`config.mk`:
```
export PLATFORM = sky130hd
export DESIGN_NAME = regfile_sequencer_flat
export DESIGN_NICKNAME = d
export VERILOG_FILES = /design/src/rtl/regfile_sequencer_if.sv /design/src/rtl/regfile_sequencer.sv /design/src/flat_wrapper.sv
export SDC_FILE = /design/constraint.sdc
export NUM_CORES = 1
export LEC_CHECK = 0
export ABC_AREA = 1
export ABC_CLOCK_PERIOD_IN_PS = 1150
export CORE_MARGIN = 1
export CORE_UTILIZATION = 40
export CTS_BUF_LIST = sky130_fd_sc_hd__clkbuf_16
export DETAILED_ROUTE_END_ITERATION = 16
export PLACE_DENSITY = 0.84
export SYNTH_ARGS = -nofsm -noshare
export SYNTH_HDL_FRONTEND = slang
export SYNTH_SLANG_ARGS = --single-unit
```
`constraint.sdc`:
```
create_clock -name CLKb -period 1.15 [get_ports CLKb]
set_clock_uncertainty 0.05 [all_clocks]
set_input_delay 0.23 -clock CLKb [delete_from_list [all_inputs] [get_ports CLKb]]
set_output_delay 0.23 -clock CLKb [all_outputs]
set_load 0.01 [all_outputs]
```
`src/rtl/regfile_sequencer_if.sv`:
```
// Request channel from the instruction decoder into regfile_sequencer.
// The decoder holds the master side; the sequencer holds the slave side.
interface regfile_sequencer_if #(
  parameter int DW = 10,
  parameter int AW = 2
);
  logic          req_valid;
  logic          req_ready;
  logic [1:0]    req_op;
  logic [AW-1:0] req_src0;
  logic [AW-1:0] req_src1;
  logic [AW-1:0] req_dst;
  logic [DW-1:0] req_imm;

  modport master (
    output req_valid, req_op, req_src0, req_src1, req_dst, req_imm,
    input  req_ready
  );

  modport slave (
    input  req_valid, req_op, req_src0, req_src1, req_dst, req_imm,
    output req_ready
  );
endinterface

```
`src/rtl/regfile_sequencer.sv`:
```
// Runs one register-file operation at a time: read, ALU exec window, writeback.
// Define REGSEQ_DEBUG_EN to add the debug read/write port (DREAD/DCAP states).
module regfile_sequencer #(
  parameter int DW          = 10,
  parameter int AW          = 2,
  parameter int EXEC_CYCLES = 1
) (
  input  logic          CLKb,
  input  logic          RSTb,
  regfile_sequencer_if.slave req,
  input  logic [DW-1:0] alu_result,
  output logic          operands_vld,
  output logic          busy,
  output logic          done,
  output logic [DW-1:0] rf_D,
  output logic          rf_ENW,
  output logic [AW-1:0] rf_WRA,
  output logic          rf_ENR0,
  output logic          rf_ENR1,
  output logic [AW-1:0] rf_RDA0,
  output logic [AW-1:0] rf_RDA1
`ifdef REGSEQ_DEBUG_EN
  ,
  input  logic          dbg_valid,
  output logic          dbg_ready,
  input  logic          dbg_we,
  input  logic [AW-1:0] dbg_addr,
  input  logic [DW-1:0] dbg_wdata,
  output logic [DW-1:0] dbg_rdata,
  input  logic [DW-1:0] rf_Q0
`endif
);

  localparam logic [1:0] OP_RR  = 2'b00;
  localparam logic [1:0] OP_LDI = 2'b10;
  localparam logic [1:0] OP_CMP = 2'b11;
  localparam logic [3:0] CNT_LOAD = 4'(EXEC_CYCLES - 1);

`ifdef REGSEQ_DEBUG_EN
  typedef enum logic [2:0] {IDLE, READ, EXEC, WRITE, DREAD, DCAP} state_t;
`else
  typedef enum logic [1:0] {IDLE, READ, EXEC, WRITE} state_t;
`endif

  state_t        state;
  logic [3:0]    cnt;
  logic [1:0]    op_q;
  logic [AW-1:0] dst_q;
  logic [DW-1:0] imm_q;
  logic          wsel_alu;

`ifdef REGSEQ_DEBUG_EN
  assign req.req_ready = !busy && !dbg_valid;
  assign dbg_ready     = !busy;
`else
  assign req.req_ready = !busy;
`endif

  // ALU result is only meaningful during WRITE, so it is muxed in rather than registered.
  assign rf_D = !rf_ENW ? '0 : (wsel_alu ? alu_result : imm_q);

  always_ff @(negedge CLKb or negedge RSTb) begin
    if (!RSTb) begin
      state        <= IDLE;
      cnt          <= '0;
      op_q         <= '0;
      dst_q        <= '0;
      imm_q        <= '0;
      wsel_alu     <= 1'b0;
      busy         <= 1'b0;
      done         <= 1'b0;
      operands_vld <= 1'b0;
      rf_ENW       <= 1'b0;
      rf_WRA       <= '0;
      rf_ENR0      <= 1'b0;
      rf_ENR1      <= 1'b0;
      rf_RDA0      <= '0;
      rf_RDA1      <= '0;
`ifdef REGSEQ_DEBUG_EN
      dbg_rdata    <= '0;
`endif
    end else begin
      done         <= 1'b0;
      operands_vld <= 1'b0;
      rf_ENW       <= 1'b0;
      rf_WRA       <= '0;
      rf_ENR0      <= 1'b0;
      rf_ENR1      <= 1'b0;
      case (state)
        IDLE: begin
`ifdef REGSEQ_DEBUG_EN
          if (dbg_valid) begin
            busy     <= 1'b1;
            dst_q    <= dbg_addr;
            imm_q    <= dbg_wdata;
            wsel_alu <= 1'b0;
            if (dbg_we) begin
              state  <= WRITE;
              rf_ENW <= 1'b1;
              rf_WRA <= dbg_addr;
              done   <= 1'b1;
            end else begin
              state   <= DREAD;
              rf_ENR0 <= 1'b1;
              rf_RDA0 <= dbg_addr;
            end
          end else
`endif
          if (req.req_valid) begin
            busy     <= 1'b1;
            op_q     <= req.req_op;
            dst_q    <= req.req_dst;
            imm_q    <= req.req_imm;
            wsel_alu <= (req.req_op != OP_LDI);
            if (req.req_op == OP_LDI) begin
              state  <= WRITE;
              rf_ENW <= 1'b1;
              rf_WRA <= req.req_dst;
              done   <= 1'b1;
            end else begin
              state   <= READ;
              rf_ENR0 <= 1'b1;
              rf_ENR1 <= (req.req_op == OP_RR) || (req.req_op == OP_CMP);
              rf_RDA0 <= req.req_src0;
              rf_RDA1 <= req.req_src1;
            end
          end
        end
        READ: begin
          state        <= EXEC;
          cnt          <= CNT_LOAD;
          operands_vld <= 1'b1;
          if (CNT_LOAD == 4'd0 && op_q == OP_CMP) done <= 1'b1;
        end
        EXEC: begin
          if (cnt == 4'd0) begin
            if (op_q == OP_CMP) begin
              state <= IDLE;
              busy  <= 1'b0;
            end else begin
              state  <= WRITE;
              rf_ENW <= 1'b1;
              rf_WRA <= dst_q;
              done   <= 1'b1;
            end
          end else begin
            cnt <= cnt - 4'd1;
            if (cnt == 4'd1 && op_q == OP_CMP) done <= 1'b1;
          end
        end
        WRITE: begin
          state <= IDLE;
          busy  <= 1'b0;
        end
`ifdef REGSEQ_DEBUG_EN
        DREAD: begin
          state <= DCAP;
          done  <= 1'b1;
        end
        DCAP: begin
          state     <= IDLE;
          busy      <= 1'b0;
          dbg_rdata <= rf_Q0;
        end
`endif
        default: begin
          state <= IDLE;
          busy  <= 1'b0;
        end
      endcase
    end
  end

endmodule

```
`src/flat_wrapper.sv`:
```
// flat-port wrapper written by rule: the top's interface ports become plain ports
module regfile_sequencer_flat 
#(
  parameter int DW          = 10,
  parameter int AW          = 2,
  parameter int EXEC_CYCLES = 1
)
  (CLKb, RSTb, alu_result, operands_vld, busy, done, rf_D, rf_ENW, rf_WRA, rf_ENR0, rf_ENR1, rf_RDA0, rf_RDA1, req_req_valid, req_req_op, req_req_src0, req_req_src1, req_req_dst, req_req_imm, req_req_ready);
  regfile_sequencer_if #(.DW(DW), .AW(AW)) req_i ();
  input  logic CLKb;
  input  logic RSTb;
  input  logic [DW-1:0] alu_result;
  output logic operands_vld;
  output logic busy;
  output logic done;
  output logic [DW-1:0] rf_D;
  output logic rf_ENW;
  output logic [AW-1:0] rf_WRA;
  output logic rf_ENR0;
  output logic rf_ENR1;
  output logic [AW-1:0] rf_RDA0;
  output logic [AW-1:0] rf_RDA1;
  input wire logic [$bits(req_i.req_valid)-1:0] req_req_valid;
  input wire logic [$bits(req_i.req_op)-1:0] req_req_op;
  input wire logic [$bits(req_i.req_src0)-1:0] req_req_src0;
  input wire logic [$bits(req_i.req_src1)-1:0] req_req_src1;
  input wire logic [$bits(req_i.req_dst)-1:0] req_req_dst;
  input wire logic [$bits(req_i.req_imm)-1:0] req_req_imm;
  output wire logic [$bits(req_i.req_ready)-1:0] req_req_ready;
  assign req_i.req_valid = req_req_valid;
  assign req_i.req_op = req_req_op;
  assign req_i.req_src0 = req_req_src0;
  assign req_i.req_src1 = req_req_src1;
  assign req_i.req_dst = req_req_dst;
  assign req_i.req_imm = req_req_imm;
  assign req_req_ready = req_i.req_ready;
  regfile_sequencer #(.DW(DW), .AW(AW), .EXEC_CYCLES(EXEC_CYCLES)) u_core (.CLKb(CLKb), .RSTb(RSTb), .req(req_i), .alu_result(alu_result), .operands_vld(operands_vld), .busy(busy), .done(done), .rf_D(rf_D), .rf_ENW(rf_ENW), .rf_WRA(rf_WRA), .rf_ENR0(rf_ENR0), .rf_ENR1(rf_ENR1), .rf_RDA0(rf_RDA0), .rf_RDA1(rf_RDA1));
endmodule
```
==> results of run 1 <==
-- per-layer routing --
layer | up-vias | global-route usage | share of wire | wire, µm
met4 | 0 | 0.1250 | 0.025 | 143
met2 | 70 | 0.4495 | 0.52 | 2939
met3 | 14 | 0.06964 | 0.052 | 293
met1 | 817 | 0.2990 | 0.40 | 2292
li1 | 789 | - | - | -
met5 | - | 0 | 0 | 0
-- metrics by stage --
| step | util | setup TNS, ns |
|---|---|---|
| final | 0.8189 | -20.31 |
| after global routing | 0.8189 | -21.98 |
| after CTS | 0.7544 | -18.85 |
| after detailed placement | 0.6598 | -49.80 |
| after global placement | 0.6598 | -49.06 |
| after floorplan | - | -12.29 |
-- report_power, final --
group	internal, W	total [W]	switching [W]	leakage (nW)
Combinational	0.00175	0.00369	0.00194	1.05
Clock	0.00100	0.00149	0.000483	0.0826
Sequential	0.00166	0.00199	0.000334	0.421
-- flip-flops by register name (all words and copies together), names as in the netlist, 2 cells and up --
name / cells
u_core.imm_q: 10
u_core.cnt: 4
u_core.dst_q: 2
u_core.op_q: 2
u_core.rf_RDA0: 2
u_core.rf_RDA1: 2
u_core.rf_WRA: 2
u_core.state: 2
-- tightest hold or removal path: cells and delay by family, from the launching register on --
kind | cells | cell delay, ns
DFF | 1 | 0.40
and+or+nand+nor | 2 | 0.11
-- final timing paths --
kind,cells after the start,to,start
setup reg to reg,7,u_core.rf_RDA1[1],u_core.state[0]
min in group asynchronous,2,u_core.done,RSTb
hold reg to reg,2,u_core.rf_RDA0[1],u_core.rf_RDA0[1]
max in group asynchronous,2,u_core.cnt[3],RSTb
setup / recovery,4,rf_D[5],u_core.rf_ENW
hold / removal,2,u_core.rf_RDA0[1],u_core.rf_RDA0[1]
-- kinds of logic (layout without fill, tap and decap cells) --
kind of cell             after synthesis  in the layout  synth area share
AO/OA/AOI/OAI                         24             24           0.07929
XOR/XNOR                               1              1          0.005664
adder cells (fa/ha/maj)                4              4           0.03236
buffers and inverters                 22            119           0.06149
flip-flops                            33             33            0.5340
AND/OR/NAND/NOR                      107            108            0.2872
-- final cells by class --
type,instances,area [µm²]
Clock buffer,5,125.1
Multi-Input combinational cell,137,991.0
Timing Repair Buffer,93,853.3
Tap cell,48,60.06
Fill cell,210,668.1
Sequential cell,33,825.8
Clock inverter,3,37.54
Inverter,18,127.6
-- cell usage in the layout (no fill, tap or decap), drive strengths merged --
cell	count
o21bai	1
clkbuf	5
nand4	2
xor2	1
clkinv	3
a21oi	2
o21ai	21
clkdlybuf4s50	15
ha	4
nand3	6
bufinv	1
inv	17
nor2	26
dfrtn	33
dlygate4sd2	12
nand2	74
buf	66
-- what timing repair did --
item | 4_1_cts | 5_1_grt
pin swaps | 25 | 39
buffers inserted | 15 | 4
resized for setup | 179 | 63
cloned | 2 | 0
endpoints found under the setup margin | 55 | 54
==> flow_metrics.tcl, run 1 <==
set metrics [dict create \
    status "finished, violations left" \
    violations "negative setup slack" \
    core_um2 3689 \
    ys_top_cells_by_area "dfrtn_1 (53%), nand2_1 (17%), nor2_1 (5.6%), o21ai_0 (5.5%), ha_1 (3.2%)" \
    cpPeakStageDelay_ns 0.49 \
    ir_drop_mv 1.467 \
    crit_buf_inv 2 \
    setup_viol 54 \
    relSlewSlack 0.8024 \
    gp_congestion 0.7631 \
    syn_avg_cell_area_um2 8.097 \
    die_x_um 64.18 \
    p_leak_nw 1.552 \
    routedWlPerCell_um 16.82 \
    numCtsBuffers 5 \
    cts_max_level 2 \
    rows 22 \
    antenna_left 0 \
    die-area_um2 4119 \
    synth_nets 226 \
    synth_edf_count 0 \
    dp_hpwl_mm 2.702 \
    rsz0062_at_grt "yes" \
    cts_tree "built" \
    diodes 0 \
    crit_fanout 5 \
    clock-sinks 33 \
    pwr_density_cell_nw_per_um2 2373 \
    synth_ff_type "dfrtn_1" \
    final_max_slew_viol_count 0 \
    async_flop_share 1.000 \
    finalHoldViolCount 0 \
    grt_pass1_wl_mm 7.893 \
    ys_types 22 \
    ff2ff_setup_slack_ns -0.18 \
    min_path_type "flip-flop to flip-flop" \
    syn_inst 191 \
    ys_warn_count 0 \
    hold_ws_ns 0.3842 \
    io-pin-count 54 \
    grt_usage 0.2610 \
    stdcell_count 337 \
    drive_above_1_share 0.5433 \
    fin_ws_ns -0.9392 \
    cts_hold_buf 0 \
    drv_cap 0 \
    tightest_slew_ns 0.2962 \
    area_growth_pct 95.31 \
    pre_cts_slack_ns -1.027 \
    synth-seq-cells 33 \
    required_ns 0.87 \
    path_cells "buf_6 -> o21ai_0 -> nor2_1 -> buf_2" \
    firstDrtPassIters 4 \
    p_total_w 0.007168 \
    die_h_um 64.18 \
    yosysTopAreaCell "dfrtn_1" \
    routed_wl_mm 5.669 \
    clk_pin_slew_ns 0.04 \
    critPathTopFamily "flip-flops" \
    drc 0 \
    root_buffer "clkbuf_16" \
    insertion_delay_ns 0.31 \
    critPathKind "flip-flop to output pin" \
    drt-initial-drc-count 56 \
    seq_area_frac_synth 0.5340 \
    grt_max_degree 34 \
    first_global_vias 1697 \
    start_util 0.4193 \
    synth_most_common_cell "nand2_1" \
    synth_area_um2 1546 \
    yosysTopAreaCellShare 0.5340 \
    start_kind "flip-flop" \
    clock_path_buffers 2 \
    dp.cells 311 \
    overflow 0 \
    finish.instance_area_um2 3020 \
    placement.io_buffers 53 \
    finalNetCount 323 \
    arrival_ns 1.81 \
    vias_per_cell 5.015 \
    setup.worst_path.end_class "output pin" \
    crit_path_top_delay_cell "dfrtn_1" \
    antenna_found_initial 0 \
    synth_top_cells_by_count "nand2_1 (70), dfrtn_1 (33), nor2_1 (23)" \
    vias 1690 \
    placed_area_um2 2434 \
]
Power figures use the tool's default switching activity.
==> run 2: changes to the inputs <==
Settings changed: CORE_MARGIN 1 to 4.
==> run 2 against run 1 <==
The flow still finishes with violations (negative setup slack); critical path depth increased by 1; first-iteration DRC count increased by 41%; die area increased by 20%; largest power group unchanged; sequential share of layout area increased by 0.94 points; critical path type unchanged; power decreased by 7.2%; register-to-register slack about the same; wire length decreased by 0.44%; cell count increased by 0.89%; clock power decreased by 18%; clock-buffer cell count unchanged; cell area decreased by 3.3%; utilization decreased by 2.7 points.
==> flow_metrics.tcl, run 2 (synthesis results as in run 1) <==
set metrics [dict create \
    clock-sinks 33 \
    status "finished, violations left" \
    hold_ws_ns 0.3766 \
    placement.io_buffers 53 \
    start_kind "flip-flop" \
    r2r_cells 5 \
    io-pin-count 54 \
    die-area_um2 4925 \
    cts_max_level 2 \
    firstDrtPassIters 4 \
    dp_hpwl_mm 2.942 \
    rows 22 \
    insertion_delay_ns 0.30 \
    finalNetCount 326 \
    antenna_left 0 \
    fin_ws_ns -0.9616 \
    setup_viol 54 \
    violations "negative setup slack" \
    min_path_type "flip-flop to flip-flop" \
    clock_path_buffers 2 \
    setup.worst_path.end_class "output pin" \
    clk_pin_slew_ns 0.04 \
    root_buffer "clkbuf_16" \
    core_um2 3689 \
    cp.depth 5 \
    final_cell_mix "nand2_1 (42), dfrtn_1 (33), buf_4 (26)" \
    final_max_slew_viol_count 0 \
    overflow 0 \
    area_growth_pct 88.83 \
    tightest_slew_ns 0.2388 \
    p_total_w 0.006653 \
    die_h_um 70.18 \
    grt_usage 0.2247 \
    regMostFlops "u_core.imm_q" \
    crit_fanout 5 \
    relSlewSlack 0.8403 \
    finalHoldViolCount 0 \
    numCtsBuffers 5 \
    path_cells "buf_6 -> buf_12 -> o21ai_2 -> nor2_1 -> buf_2" \
    drv_cap 0 \
    crit_buf_inv 3 \
    critPathTopFamily "flip-flops" \
    required_ns 0.87 \
    largest_reg_flops 10 \
    critPathKind "flip-flop to output pin" \
    cts_hold_buf 0 \
    grt_max_degree 34 \
    gp_congestion 0.7948 \
    die_x_um 70.18 \
    cpPeakStageDelay_ns 0.44 \
    drive_above_1_share 0.5205 \
    vias_per_cell 5.082 \
    first_global_vias 1810 \
    vias 1728 \
    drc 0 \
    fin_util 0.7917 \
    multi_input_area_um2 909.6 \
    arrival_ns 1.83 \
    reg_top3 "u_core.imm_q x10, u_core.cnt x4" \
    hold_path_depth 2 \
    ff2ff_setup_slack_ns -0.18 \
    grt_pass1_wl_mm 8.583 \
    drt-initial-drc-count 79 \
    final_common_cell "nand2_1" \
    antenna_found_initial 0 \
    seqCellArea_um2 825.8 \
    crit_path_top_delay_cell "dfrtn_1" \
    rsz0062_at_grt "yes" \
    ir_drop_mv 1.807 \
    pwr_density_cell_nw_per_um2 2278 \
    p_leak_nw 1.507 \
    fin_setup_tns_ns -21.43 \
    routedWlPerCell_um 16.60 \
    fillCellCount 209 \
    diodes 0 \
    routed_wl_mm 5.644 \
    start_util 0.4193 \
    cts_tree "built" \
]
run 2: changes by cell type in the layout (fill, tap and decap cells not counted), sizes merged, moves of 2 or more:
cell / delta
clkinv: -2
buf: +3
dlygate4sd2: -10
inv: +3
clkdlybuf4s50: +9
run 2: worst min-delay path: cells and delay by family (launching register included):
kind	cells	cell delay, ns
DFF	1	0.40
and+or+nand+nor	2	0.11
run 2: power breakdown:
group / internal, W / total (W) / switching [W]
clock: 0.000776 / 0.00122 / 0.000443
combinational: 0.00163 / 0.00346 / 0.00183
sequential: 0.00166 / 0.00197 / 0.000318
run 2: metrics by stage:
| stage | setup slack (ns) | cells | instance area (µm²) |
|---|---|---|---|
| after floorplan | -0.5241 | 191 | 1649 |
| after global placement | -1.034 | 308 | 2386 |
| after detailed placement | -1.061 | 308 | 2386 |
| after CTS | -0.9410 | 330 | 2751 |
| after global routing | -1.043 | 340 | 2920 |
| final | -0.9616 | 340 | 2920 |
run 2: final timing paths:
| path | startpoint | endpoint |
|---|---|---|
| max | u_core.wsel_alu | rf_D[9] |
| min | u_core.imm_q[1] | u_core.imm_q[1] |
| max reg2reg | u_core.state[1] | u_core.rf_ENW |
| min reg2reg | u_core.imm_q[1] | u_core.imm_q[1] |
| max in group asynchronous | RSTb | u_core.imm_q[3] |
| min in group asynchronous | RSTb | u_core.cnt[1] |
run 2: area by class of cell:
type,instances,share of cell area
clock inverter,3,0.003856
multi-input combinational,137,0.3115
tap,48,0.02057
sequential,33,0.2828
clock buffer,5,0.04284
timing repair buffer,96,0.2965
inverter,18,0.04199
run 2: what timing repair did:
action,CTS,global route
pin swaps,29,23
setup buffers,12,11
gates resized for setup,182,34
endpoints found under the hold margin,0,0
gates cloned,2,0
setup endpoints to repair,55,55
run 2: per-layer routing:
metal	track usage	wire [µm]	vias up
li1	-	-	801
met1	0.2395	2217	839
met2	0.3924	2886	66
met3	0.06906	332	22
met4	0.1234	208	0
met5	0	0	-
